`config.mk`:
```
export PLATFORM = sky130hd
export DESIGN_NAME = itoa3_flat
export DESIGN_NICKNAME = d
export VERILOG_FILES = /design/src/rtl/itoa3_pkg.sv /design/src/rtl/itoa3_if.sv /design/src/rtl/itoa3_dabble_step.sv /design/src/rtl/itoa3.sv /design/src/flat_wrapper.sv
export SDC_FILE = /design/constraint.sdc
export NUM_CORES = 1
export LEC_CHECK = 0
export ABC_AREA = 0
export CAP_MARGIN = 20
export CORE_MARGIN = 1.5
export CORE_UTILIZATION = 52
export CTS_BUF_LIST = sky130_fd_sc_hd__clkbuf_2 sky130_fd_sc_hd__clkbuf_4 sky130_fd_sc_hd__clkbuf_8
export CTS_CLUSTER_SIZE = 40
export DETAILED_ROUTE_END_ITERATION = 7
export PLACE_DENSITY = 0.81
export SLEW_MARGIN = 20
export SYNTH_ARGS = -nofsm -noshare
export SYNTH_HDL_FRONTEND = slang
export SYNTH_SLANG_ARGS = --single-unit
```
`constraint.sdc`:
```
create_clock -name clk -period 2.4 [get_ports clk]
set_input_delay 0.24 -clock clk [delete_from_list [all_inputs] [get_ports clk]]
set_output_delay 0.24 -clock clk [all_outputs]
set_load 0.01 [all_outputs]
```
`src/rtl/itoa3_pkg.sv`:
```
// Shared STR definitions: ASCII constants, FSM encoding and the iteration
// count for the 8-bit double-dabble converter.
package itoa3_pkg;

  localparam logic [7:0] ASCII_ZERO   = 8'h30;
  localparam logic [7:0] ASCII_SPACE  = 8'h20;
  localparam int         DABBLE_ITERS = 8;

  typedef enum logic [1:0] {
    IDLE   = 2'd0,
    SHIFT  = 2'd1,
    FORMAT = 2'd2
  } state_t;

  // ASCII character for one BCD digit (digit is at most 9, so no overflow)
  function automatic logic [7:0] digit_char(input logic [3:0] d);
    return ASCII_ZERO + {4'h0, d};
  endfunction

endpackage

```
`src/rtl/itoa3_if.sv`:
```
// Request/result bundle of the number-to-ASCII converter.
// The master issues start/NUM; the slave (converter) returns the status and characters.
interface itoa3_if;
  logic       start;
  logic [7:0] NUM;
  logic       busy;
  logic       done;
  logic [7:0] CHAR0;
  logic [7:0] CHAR1;
  logic [7:0] CHAR2;
  logic [1:0] NDIG;

  modport master (
    output start, NUM,
    input  busy, done, CHAR0, CHAR1, CHAR2, NDIG
  );

  modport slave (
    input  start, NUM,
    output busy, done, CHAR0, CHAR1, CHAR2, NDIG
  );
endinterface

```
`src/rtl/itoa3_dabble_step.sv`:
```
// One combinational double-dabble step: add 3 to every BCD nibble >= 5,
// then shift the {bcd, bin} pair left by one bit.
module itoa3_dabble_step (
  input  logic [11:0] bcd_in,
  input  logic [7:0]  bin_in,
  output logic [11:0] bcd_out,
  output logic [7:0]  bin_out
);

  logic [11:0] bcd_adj;

  // Per-nibble add-3 correction so the following shift carries correctly in decimal
  genvar gi;
  for (gi = 0; gi < 3; gi++) begin : g_nibble
    assign bcd_adj[gi*4 +: 4] = (bcd_in[gi*4 +: 4] >= 4'd5) ? bcd_in[gi*4 +: 4] + 4'd3
                                                             : bcd_in[gi*4 +: 4];
  end

  // Shift the corrected BCD and the remaining binary bits as one 20-bit word
  assign {bcd_out, bin_out} = {bcd_adj, bin_in} << 1;

endmodule

```
`src/rtl/itoa3.sv`:
```
// 8-bit unsigned binary to three ASCII decimal characters.
// Sequential double-dabble: accept, 8 shift steps, then one formatting step.
module itoa3
  import itoa3_pkg::*;
#(
  parameter logic [7:0] PAD_CHAR = ASCII_ZERO
) (
  input  logic    clk,
  input  logic    reset,
  itoa3_if.slave  bus
);

  state_t      state_reg, state_next;
  logic [7:0]  bin_reg, bin_next;
  logic [11:0] bcd_reg, bcd_next;
  logic [2:0]  cnt_reg, cnt_next;
  logic        busy_reg, busy_next;
  logic        done_reg, done_next;
  logic [7:0]  char0_reg, char0_next;
  logic [7:0]  char1_reg, char1_next;
  logic [7:0]  char2_reg, char2_next;
  logic [1:0]  ndig_reg, ndig_next;

  logic [11:0] step_bcd;
  logic [7:0]  step_bin;
  logic [3:0]  hundreds, tens, ones;

  // Single step instance, iterated over the counter while in SHIFT
  itoa3_dabble_step u_step (
    .bcd_in  (bcd_reg),
    .bin_in  (bin_reg),
    .bcd_out (step_bcd),
    .bin_out (step_bin)
  );

  assign hundreds = bcd_reg[11:8];
  assign tens     = bcd_reg[7:4];
  assign ones     = bcd_reg[3:0];

  // State and datapath registers; reset loads the formatted image of zero
  always_ff @(posedge clk) begin
    if (reset) begin
      state_reg <= IDLE;
      bin_reg   <= '0;
      bcd_reg   <= '0;
      cnt_reg   <= '0;
      busy_reg  <= 1'b0;
      done_reg  <= 1'b0;
      char0_reg <= PAD_CHAR;
      char1_reg <= PAD_CHAR;
      char2_reg <= ASCII_ZERO;
      ndig_reg  <= 2'd1;
    end else begin
      state_reg <= state_next;
      bin_reg   <= bin_next;
      bcd_reg   <= bcd_next;
      cnt_reg   <= cnt_next;
      busy_reg  <= busy_next;
      done_reg  <= done_next;
      char0_reg <= char0_next;
      char1_reg <= char1_next;
      char2_reg <= char2_next;
      ndig_reg  <= ndig_next;
    end
  end

  // Next-state and datapath logic; outputs hold unless FORMAT rewrites them
  always_comb begin
    state_next = state_reg;
    bin_next   = bin_reg;
    bcd_next   = bcd_reg;
    cnt_next   = cnt_reg;
    busy_next  = busy_reg;
    done_next  = 1'b0;
    char0_next = char0_reg;
    char1_next = char1_reg;
    char2_next = char2_reg;
    ndig_next  = ndig_reg;

    case (state_reg)
      IDLE: begin
        if (bus.start) begin
          bin_next   = bus.NUM;
          bcd_next   = '0;
          cnt_next   = '0;
          busy_next  = 1'b1;
          state_next = SHIFT;
        end
      end

      SHIFT: begin
        bcd_next = step_bcd;
        bin_next = step_bin;
        cnt_next = cnt_reg + 3'd1;
        if (cnt_reg == 3'(DABBLE_ITERS - 1)) begin
          state_next = FORMAT;
        end
      end

      FORMAT: begin
        char2_next = digit_char(ones);
        char1_next = (hundreds == 4'd0 && tens == 4'd0) ? PAD_CHAR : digit_char(tens);
        char0_next = (hundreds == 4'd0) ? PAD_CHAR : digit_char(hundreds);
        if (hundreds != 4'd0) begin
          ndig_next = 2'd3;
        end else if (tens != 4'd0) begin
          ndig_next = 2'd2;
        end else begin
          ndig_next = 2'd1;
        end
        done_next  = 1'b1;
        busy_next  = 1'b0;
        state_next = IDLE;
      end

      default: begin
        state_next = IDLE;
        busy_next  = 1'b0;
      end
    endcase
  end

  assign bus.busy  = busy_reg;
  assign bus.done  = done_reg;
  assign bus.CHAR0 = char0_reg;
  assign bus.CHAR1 = char1_reg;
  assign bus.CHAR2 = char2_reg;
  assign bus.NDIG  = ndig_reg;

endmodule

```
`src/flat_wrapper.sv`:
```
// flat-port wrapper written by rule: the top's interface ports become plain ports
module itoa3_flat import itoa3_pkg::*;
#(
  parameter logic [7:0] PAD_CHAR = ASCII_ZERO
)
  (clk, reset, bus_start, bus_NUM, bus_busy, bus_done, bus_CHAR0, bus_CHAR1, bus_CHAR2, bus_NDIG);
  itoa3_if bus_i ();
  input  logic clk;
  input  logic reset;
  input wire logic [$bits(bus_i.start)-1:0] bus_start;
  input wire logic [$bits(bus_i.NUM)-1:0] bus_NUM;
  output wire logic [$bits(bus_i.busy)-1:0] bus_busy;
  output wire logic [$bits(bus_i.done)-1:0] bus_done;
  output wire logic [$bits(bus_i.CHAR0)-1:0] bus_CHAR0;
  output wire logic [$bits(bus_i.CHAR1)-1:0] bus_CHAR1;
  output wire logic [$bits(bus_i.CHAR2)-1:0] bus_CHAR2;
  output wire logic [$bits(bus_i.NDIG)-1:0] bus_NDIG;
  assign bus_i.start = bus_start;
  assign bus_i.NUM = bus_NUM;
  assign bus_busy = bus_i.busy;
  assign bus_done = bus_i.done;
  assign bus_CHAR0 = bus_i.CHAR0;
  assign bus_CHAR1 = bus_i.CHAR1;
  assign bus_CHAR2 = bus_i.CHAR2;
  assign bus_NDIG = bus_i.NDIG;
  itoa3 #(.PAD_CHAR(PAD_CHAR)) u_core (.clk(clk), .reset(reset), .bus(bus_i));
endmodule
```
==> metrics.txt, run 1 <==
status finished, final reports clean; Die W 63.1 µm; drt wl/cell 11.4 µm; hold path start u_core.bus.CHAR0[2]$_SDFFE_PP0P_; chip height 63.1 µm; final hold violations 0; remaining routing DRC violations 0; TritonCTS Buffers 5; mapped cell area 0.00188 mm²; Max VDD drop 0.000372 V; DRT Pass-1 Iters 4; share of layout cells above drive strength 1 6.45%; Placed Cells 287; clock root cell clkbuf_4; skew final 0.00481 ns; P_int 0.890 mW; Core Region 0.00339 mm²; Final period util 77.4%; postcts setup bufs 0; Vias/cell 5.17; HPWL Detailed 2.43 mm; Register Area 821 µm²; worst hold path type reg2reg; Synthesis Warnings 0; area of the die 0.00398 mm²; Crit Path Max Fanout 4; CP startpoint u_core.bcd_reg[9]$_SDFFE_PP0P_; drt total wl 3.35 mm; Final Setup Violations 0; Worst Hold Path Cells 2; Clk Latency, worst-skew pair 0.34 ns; I/O pin cnt 39; vias in the first global route 1,408; final setup margin 0.543 ns; kind of critical path reg2reg; Seq/Total Area, Yosys 43.8%; CTS max path bufs 2; initial cell density of the core 55.3%; Post-Syn Area per Cell 8.37 µm²; fmax 0.538 GHz; NetSw 0.279 mW; Nets 268; Power Dens Cells 535 mW/mm²; Final Critical Period 1.86 ns; TritonCTS Sinks 41; max_slew headroom 62.0%; Overall Global Routing Usage 18.9%; CTS hold repair buffers 0; measured slew at the worst slew-check pin 0.570 ns; number of distinct library cells after synthesis 31; Fin Setup TNS 0 ns; maxcap violations 0; CTS resizes 0; Filler Cell Count 284; Critical Path Start Type flop; r2r setup slk 0.54 ns; clk slew on worst S/H paths 0.11 ns; clock power share 30.6%; Final Power 1.17 mW; Seq pwr share 60.6%; number of port buffers 26; antenna fix cells 0; Synth Instances 224; pre-CTS setup slack 0.563 ns; Post-Layout Cell Count 294; row count 21; Routed Antenna Nets 0; 1st-iter DRT viols 57; Pins Over Slew Limit 0; FF-to-FF path depth 6; CTS tree built; GRT Residual Overflow 0; H-tree depth 2; initial antenna violation count 0; FF+latch count, synth 41; largest net degree at the start of global routing 16; Finished Cell Area 0.00219 mm²; switching share of total power 23.9%; Layout area overhead 16.6%; area taken by multi-input logic gates 926 µm²; worst path arrival time 2.10 ns; Worst Hold Path EP u_core.bus.CHAR0[2]$_SDFFE_PP0P_; dpl cell area 0.00213 mm²; max reg flops 12; Leak 0.852 nW; first-pass GRT wire length 6.06 mm; Comb pwr share 8.8%; reg2reg end u_core.bus.CHAR1[1]$_SDFFE_PP0P_; RR Startpoint u_core.bcd_reg[9]$_SDFFE_PP0P_; critical path required time 2.64 ns; RSZ-0062 raised after global routing no; Placer Congestion 0.772; DR vias 1,519; Setup crit end kind flop
==> worst max-delay path, stage by stage (launching register included) <==
cell and delay [ns]:
dfxtp_1 0.35, inv_1 0.09, ha_1 0.20, or3b_4 0.42, or4b_4 0.53, nand3_1 0.10, a21oi_1 0.07
==> layout by cell type (no fill, tap or decap), types with 9 or more instances in the layout <==
master and n:
a21oi_1 22, ha_1 9, nand2_1 34, conb_1 12
nor2_1 25, clkdlybuf4s50_1 26, dfxtp_1 41
==> how the worst max path moves through the flow <==
stage,slack [ns],end
after CTS,0.55,u_core.bus.CHAR1[1]$_SDFFE_PP0P_
after floorplan,0.65,u_core.bus.CHAR1[0]$_SDFFE_PP0P_
after detailed placement,0.56,u_core.bus.CHAR1[1]$_SDFFE_PP0P_
final,0.54,u_core.bus.CHAR1[1]$_SDFFE_PP0P_
after global placement,0.62,u_core.bus.NDIG[1]$_SDFFE_PP0P_
after global routing,0.45,u_core.bus.CHAR1[1]$_SDFFE_PP0P_
==> metal layers <==
metal  share of wire, %  vias to the layer above  global-route usage, %
li1                   -                      788                      -
met1                 47                      695                   23.6
met2                 49                       28                   31.5
met3                2.7                        8                   3.57
met4                1.9                        0                   8.33
met5                  0                        -                      0
==> per-stage QoR <==
step	hold WS (ns)	util [%]
floorplan	0.402	-
global placement	0.444	62.8
detailed placement	0.446	62.8
CTS	0.450	64.5
global route	0.478	64.5
finish	0.460	64.5
==> power by group through the flow <==
stage          registers [mW]  logic (mW)  clock network (mW)
2_1_floorplan           0.722      0.0825                   0
3_3_place_gp            0.724       0.103                   0
3_5_place_dp            0.724       0.104                   0
4_1_cts                 0.709       0.104               0.366
5_1_grt                 0.712       0.117               0.398
6_report                0.709       0.103               0.358
==> logic make-up (layout without fill, tap and decap cells) <==
| family | after synthesis | after routing | share of synthesized area, % |
|---|---|---|---|
| mux | 3 | 3 | 1.60 |
| buf+inv | 31 | 45 | 8.87 |
| fa+ha+maj | 9 | 9 | 6.00 |
| compound gates | 48 | 48 | 16.8 |
| flops | 41 | 41 | 43.8 |
| other cells | 2 | 12 | 0.400 |
| xor+xnor | 4 | 4 | 1.87 |
| simple gates | 86 | 86 | 20.7 |
==> Yosys cell counts <==
library cell | instances | area [µm²]
nor3_1 | 7 | 35.0
or4b_4 | 1 | 13.8
buf_2 | 4 | 20.0
inv_1 | 7 | 26.3
dfxtp_1 | 41 | 821
nand2_1 | 34 | 128
or2b_1 | 1 | 7.51
nor2b_1 | 3 | 18.8
nand2b_1 | 5 | 31.3
a311oi_1 | 7 | 61.3
a22oi_1 | 3 | 22.5
nand3_1 | 7 | 35.0
conb_1 | 2 | 7.51
nand3b_1 | 1 | 7.51
xor2_1 | 1 | 8.76
o21bai_1 | 1 | 7.51
nor2_1 | 25 | 93.8
a22o_1 | 7 | 61.3
or3b_4 | 1 | 11.3
or2_2 | 1 | 6.26
clkbuf_1 | 8 | 30.0
xnor2_1 | 3 | 26.3
o21ai_0 | 4 | 20.0
ha_1 | 9 | 113
o31ai_1 | 1 | 7.51
a21oi_1 | 22 | 110
a211oi_1 | 1 | 7.51
mux2i_1 | 3 | 30.0
o211ai_1 | 1 | 7.51
a22o_2 | 1 | 10.0
buf_4 | 12 | 90.1
==> cell type report <==
| cell class | count | area share (%) |
|---|---|---|
| sequential | 41 | 37.5 |
| tap | 46 | 2.63 |
| multi-input combinational | 162 | 42.3 |
| inverter | 7 | 1.20 |
| clock buffer | 7 | 2.69 |
| timing repair buffer | 31 | 13.6 |
Power figures use the tool's default switching activity.
==> inputs of run 2 (changes only) <==
--- a/config.mk
+++ b/config.mk
@@ -8,11 +8,11 @@
 export ABC_AREA = 0
 export CAP_MARGIN = 20
 export CORE_MARGIN = 1.5
-export CORE_UTILIZATION = 52
+export CORE_UTILIZATION = 47
 export CTS_BUF_LIST = sky130_fd_sc_hd__clkbuf_2 sky130_fd_sc_hd__clkbuf_4 sky130_fd_sc_hd__clkbuf_8
 export CTS_CLUSTER_SIZE = 40
 export DETAILED_ROUTE_END_ITERATION = 7
-export PLACE_DENSITY = 0.81
+export PLACE_DENSITY = 0.77
 export SLEW_MARGIN = 20
 export SYNTH_ARGS = -nofsm -noshare
 export SYNTH_HDL_FRONTEND = slang
==> constraint.sdc (replaced) <==
create_clock -name clk -period 1.6 [get_ports clk]
set_input_delay 0.16 -clock clk [delete_from_list [all_inputs] [get_ports clk]]
set_output_delay 0.16 -clock clk [all_outputs]
set_load 0.01 [all_outputs]
==> metrics.txt, run 2 (synthesized netlist as in run 1, its figures left out) <==
status complete, but fails checks; failing checks setup timing; NetSw 0.438 mW; kind of critical path reg2reg; CTS max path bufs 2; antenna fix cells 0; drt total wl 3.54 mm; Filler Cell Count 339; first-pass GRT wire length 6.06 mm; Seq pwr share 55.6%; CTS hold repair buffers 0; max_slew headroom 64.3%; area of the die 0.00438 mm²; WP depth 6; H-tree depth 2; row count 22; Comb pwr share 8.5%; remaining routing DRC violations 0; maxcap violations 0; final setup margin -0.0719 ns; CP cell instances inv_2, ha_4, or3b_4, or4b_4, nand3_1, a21oi_1; P_int 1.47 mW; switching share of total power 22.9%; Final Setup Violations 3; share of layout cells above drive strength 1 13.5%; commonest cells after routing, fill and taps aside 39 x dfxtp_1, 34 x nand2_1, 26 x clkdlybuf4s50_1, 25 x nor2_1, 19 x a21oi_1; CP bufs+invs 1; number of port buffers 26; TritonCTS Sinks 41; initial antenna violation count 0; I/O pin cnt 39; skew final 0.00355 ns; worst path arrival time 1.85 ns; Final Power 1.91 mW; DRT Pass-1 Iters 4; Core Region 0.00374 mm²; Final period util 104%; largest net degree at the start of global routing 25; 1st-iter DRT viols 49; postcts setup bufs 0; RSZ-0062 raised after global routing yes; fin util 62.2%; commonest non-fill, non-tap cell in the layout dfxtp_1; Placer Congestion 0.769; CTS tree built; Routed Antenna Nets 0; DR vias 1,539; CP delay by family, top simple AND/OR/NAND/NOR gates; Pins Over Slew Limit 0; Leak 0.925 nW; Setup crit end kind flop; Clk Latency, worst-skew pair 0.29 ns; Critical Path Start Type flop; GRT Residual Overflow 0; Nets 279; Finished Cell Area 0.00233 mm²; critical path required time 1.77 ns; Power Dens Cells 821 mW/mm²; dpl cell area 0.00223 mm²; Die W 66.2 µm; master of the slowest instance on the critical path or4b_4; area taken by multi-input logic gates 950 µm²; max reg flops 12; Max VDD drop 0.000789 V; drt wl/cell 11.5 µm; Overall Global Routing Usage 18.2%; Register Area 823 µm²; CTS resizes 0; fmax 0.598 GHz; Fin Hold WS 0.444 ns; worst hold path type in2reg; FF-to-FF path depth 6; TritonCTS Buffers 5; Final Critical Period 1.67 ns; Layout area overhead 24.2%; HPWL Detailed 2.57 mm; final hold violations 0; chip height 66.2 µm; pre-CTS setup slack -0.0684 ns; vias in the first global route 1,378; Worst Hold Path Cells 3; measured slew at the worst slew-check pin 0.533 ns; delay of the slowest critical-path stage 0.50 ns; Crit Path Max Fanout 3; Vias/cell 5.01; initial cell density of the core 50.1%; clk slew on worst S/H paths 0.07 ns; clock root cell clkbuf_8; clock power share 35.9%
-- run 2: final timing paths --
check / from / to / slack, ns
max reg2reg: u_core.bcd_reg[9]$_SDFFE_PP0P_ / u_core.bus.CHAR1[0]$_SDFFE_PP0P_ / -0.07
min reg2reg: u_core.bus.CHAR1[2]$_SDFFE_PP0P_ / u_core.bus.CHAR1[2]$_SDFFE_PP0P_ / 0.46
max: u_core.bcd_reg[9]$_SDFFE_PP0P_ / u_core.bus.CHAR1[0]$_SDFFE_PP0P_ / -0.07
min: bus_NUM[1] / u_core.bin_reg[1]$_SDFFE_PP0P_ / 0.44
-- run 2: tightest hold or removal path: stages --
cell             delay, ns
clkdlybuf4s50_1       0.40
nand2_1               0.05
a311oi_1              0.07
-- run 2: final cells by class --
cell class              instances  share of cell area, %
clock buffers                   7                   3.87
repair buffers                 42                   16.3
multi-input cells             162                   40.8
well taps                      48                   2.58
flip-flops and latches         41                   35.3
inverters                       7                   1.13
-- run 2: per-stage QoR --
step | instances | TNS [ns]
final | 307 | -0.198
after global routing | 307 | -0.319
after CTS | 307 | -0.214
after detailed placement | 300 | -0.178
after global placement | 300 | -0.0873
after floorplan | 234 | -0.185
-- run 2: power by group through the flow --
| stage | logic (mW) | clock network, mW | registers [mW] |
|---|---|---|---|
| floorplan | 0.124 | 0 | 1.08 |
| detailed placement | 0.162 | 0 | 1.09 |
| CTS | 0.162 | 0.706 | 1.06 |
| finish | 0.162 | 0.687 | 1.06 |
| global route | 0.182 | 0.749 | 1.07 |
| global placement | 0.160 | 0 | 1.09 |
-- run 2: layer usage --
layer  vias to the layer above  track usage (%)  share of wire (%)
met4                         0             9.18                2.1
met2                        37             28.7                 46
met5                         -                0                  0
met3                         5             4.09                3.4
li1                        806                -                  -
met1                       691             23.1                 48
==> inputs of run 3 (changes only) <==
--- a/config.mk
+++ b/config.mk
@@ -8,11 +8,11 @@
 export ABC_AREA = 0
 export CAP_MARGIN = 20
 export CORE_MARGIN = 1.5
-export CORE_UTILIZATION = 47
+export CORE_UTILIZATION = 29
 export CTS_BUF_LIST = sky130_fd_sc_hd__clkbuf_2 sky130_fd_sc_hd__clkbuf_4 sky130_fd_sc_hd__clkbuf_8
 export CTS_CLUSTER_SIZE = 40
 export DETAILED_ROUTE_END_ITERATION = 7
-export PLACE_DENSITY = 0.77
+export RECOVER_POWER = 25
 export SLEW_MARGIN = 20
 export SYNTH_ARGS = -nofsm -noshare
 export SYNTH_HDL_FRONTEND = slang
==> constraint.sdc (replaced) <==
create_clock -name clk -period 2.1 [get_ports clk]
set_input_delay 0.21 -clock clk [delete_from_list [all_inputs] [get_ports clk]]
set_output_delay 0.21 -clock clk [all_outputs]
set_load 0.01 [all_outputs]
==> metrics.txt, run 3 (synthesized netlist as in run 1, its figures left out) <==
status finished, final reports clean; met2 usage 18.0%; DRT Pass-1 Iters 4; fmax 0.530 GHz; Layout area overhead 23.3%; Core Region 0.00631 mm²; HPWL Detailed 2.62 mm; hold path start u_core.bus.CHAR0[2]$_SDFFE_PP0P_; Fin Hold WS 0.456 ns; Max VDD drop 0.000321 V; initial antenna violation count 0; GRT Residual Overflow 0; area taken by multi-input logic gates 926 µm²; Clk Latency, worst-skew pair 0.29 ns; critical path required time 2.26 ns; clock root cell clkbuf_8; vias in the first global route 1,368; fin util 36.6%; pre-CTS setup slack 0.242 ns; Placed Cells 320; H-tree depth 2; Filler Cell Count 678; Overall Global Routing Usage 11.3%; TritonCTS Sinks 41; clk slew on worst S/H paths 0.08 ns; RR Startpoint u_core.bcd_reg[9]$_SDFFE_PP0P_; met3 GRT Util 3.08%; final hold violations 0; Setup crit end kind flop; postcts setup bufs 0; Die W 83.4 µm; Nets 270; measured slew at the worst slew-check pin 0.596 ns; final setup margin 0.212 ns; RSZ-0062 raised after global routing no; dpl cell area 0.00218 mm²; Worst Hold Path EP u_core.bus.CHAR0[2]$_SDFFE_PP0P_; 1st-iter DRT viols 78; I/O pin cnt 39; Post-Layout Cell Count 328; row count 29; CTS tree built; Vias/cell 4.65; Fin Setup TNS 0 ns; TritonCTS Buffers 5; chip height 83.4 µm; Leak 0.897 nW; CTS resizes 0; Final Critical Period 1.89 ns; Final Power 1.68 mW; area of the die 0.00696 mm²; drt total wl 3.66 mm; Register Area 821 µm²; Finished Cell Area 0.00231 mm²; commonest non-fill, non-tap cell in the layout dfxtp_1; drt wl/cell 11.2 µm; DR vias 1,526; skew final 0.00240 ns; worst hold path type reg2reg; reg2reg end u_core.bus.CHAR1[0]$_SDFFE_PP0P_; Final Setup Violations 0; kind of critical path reg2reg; commonest cells after routing, fill and taps aside 41 x dfxtp_1, 34 x nand2_1, 25 x nor2_1, 23 x clkdlybuf4s50_1, 22 x a21oi_1; Final period util 89.9%; Routed Antenna Nets 0; FF-to-FF path depth 6; GRT met1 Usage 14.0%; first-pass GRT wire length 6.30 mm; largest net degree at the start of global routing 20; share of layout cells above drive strength 1 6.77%; Worst Hold Path Cells 2; Placer Congestion 0.720; grt peak-use layer met2; Power Dens Cells 727 mW/mm²; Critical Path Start Type flop; CTS hold repair buffers 0; initial cell density of the core 29.7%; worst path arrival time 2.05 ns; antenna fix cells 0; Crit Path Max Fanout 4; CTS max path bufs 2; r2r setup slk 0.21 ns; Pins Over Slew Limit 0; remaining routing DRC violations 0; maxcap violations 0; max_slew headroom 60.3%; number of port buffers 26; max reg flops 12
==> run 3: routing by layer <==
layer	vias to the layer above	wire length [µm]
met3	7	163
met5	-	0
li1	788	-
met1	696	1730
met4	0	60
met2	35	1710
==> run 3: how the worst max path moves through the flow <==
stage	startpoint	to	slack, ns	cells past startpoint
floorplan	u_core.bcd_reg[8]$_SDFFE_PP0P_	u_core.bus.CHAR1[0]$_SDFFE_PP0P_	0.35	6
global placement	u_core.bcd_reg[8]$_SDFFE_PP0P_	u_core.bus.NDIG[1]$_SDFFE_PP0P_	0.30	6
detailed placement	u_core.bcd_reg[9]$_SDFFE_PP0P_	u_core.bus.CHAR1[0]$_SDFFE_PP0P_	0.24	6
CTS	u_core.bcd_reg[9]$_SDFFE_PP0P_	u_core.bus.CHAR1[0]$_SDFFE_PP0P_	0.23	6
global route	u_core.bcd_reg[9]$_SDFFE_PP0P_	u_core.bus.CHAR1[0]$_SDFFE_PP0P_	0.09	6
finish	u_core.bcd_reg[9]$_SDFFE_PP0P_	u_core.bus.CHAR1[0]$_SDFFE_PP0P_	0.21	6
==> run 3: worst max-delay path: stages, from the launching register on <==
cell,delay (ns)
dfxtp_1,0.33
inv_1,0.10
ha_1,0.21
or3b_4,0.41
or4b_4,0.53
nand3_1,0.10
a21oi_1,0.06
==> run 3: power breakdown <==
| part | switching (mW) | leakage, nW | internal [mW] |
|---|---|---|---|
| Clock | 0.277 | 0.0681 | 0.472 |
| Sequential | 0.0129 | 0.333 | 0.796 |
| Combinational | 0.0710 | 0.496 | 0.0508 |
| Total | 0.361 | 0.897 | 1.32 |
==> run 3: final cells by class <==
cell class / instances / area share (%)
clock buffer: 5 / 2.98
clock inverter: 3 / 2.81
inverter: 7 / 1.14
multi-input combinational: 162 / 40.0
sequential: 41 / 35.5
tap: 77 / 4.17
timing repair buffer: 33 / 13.4
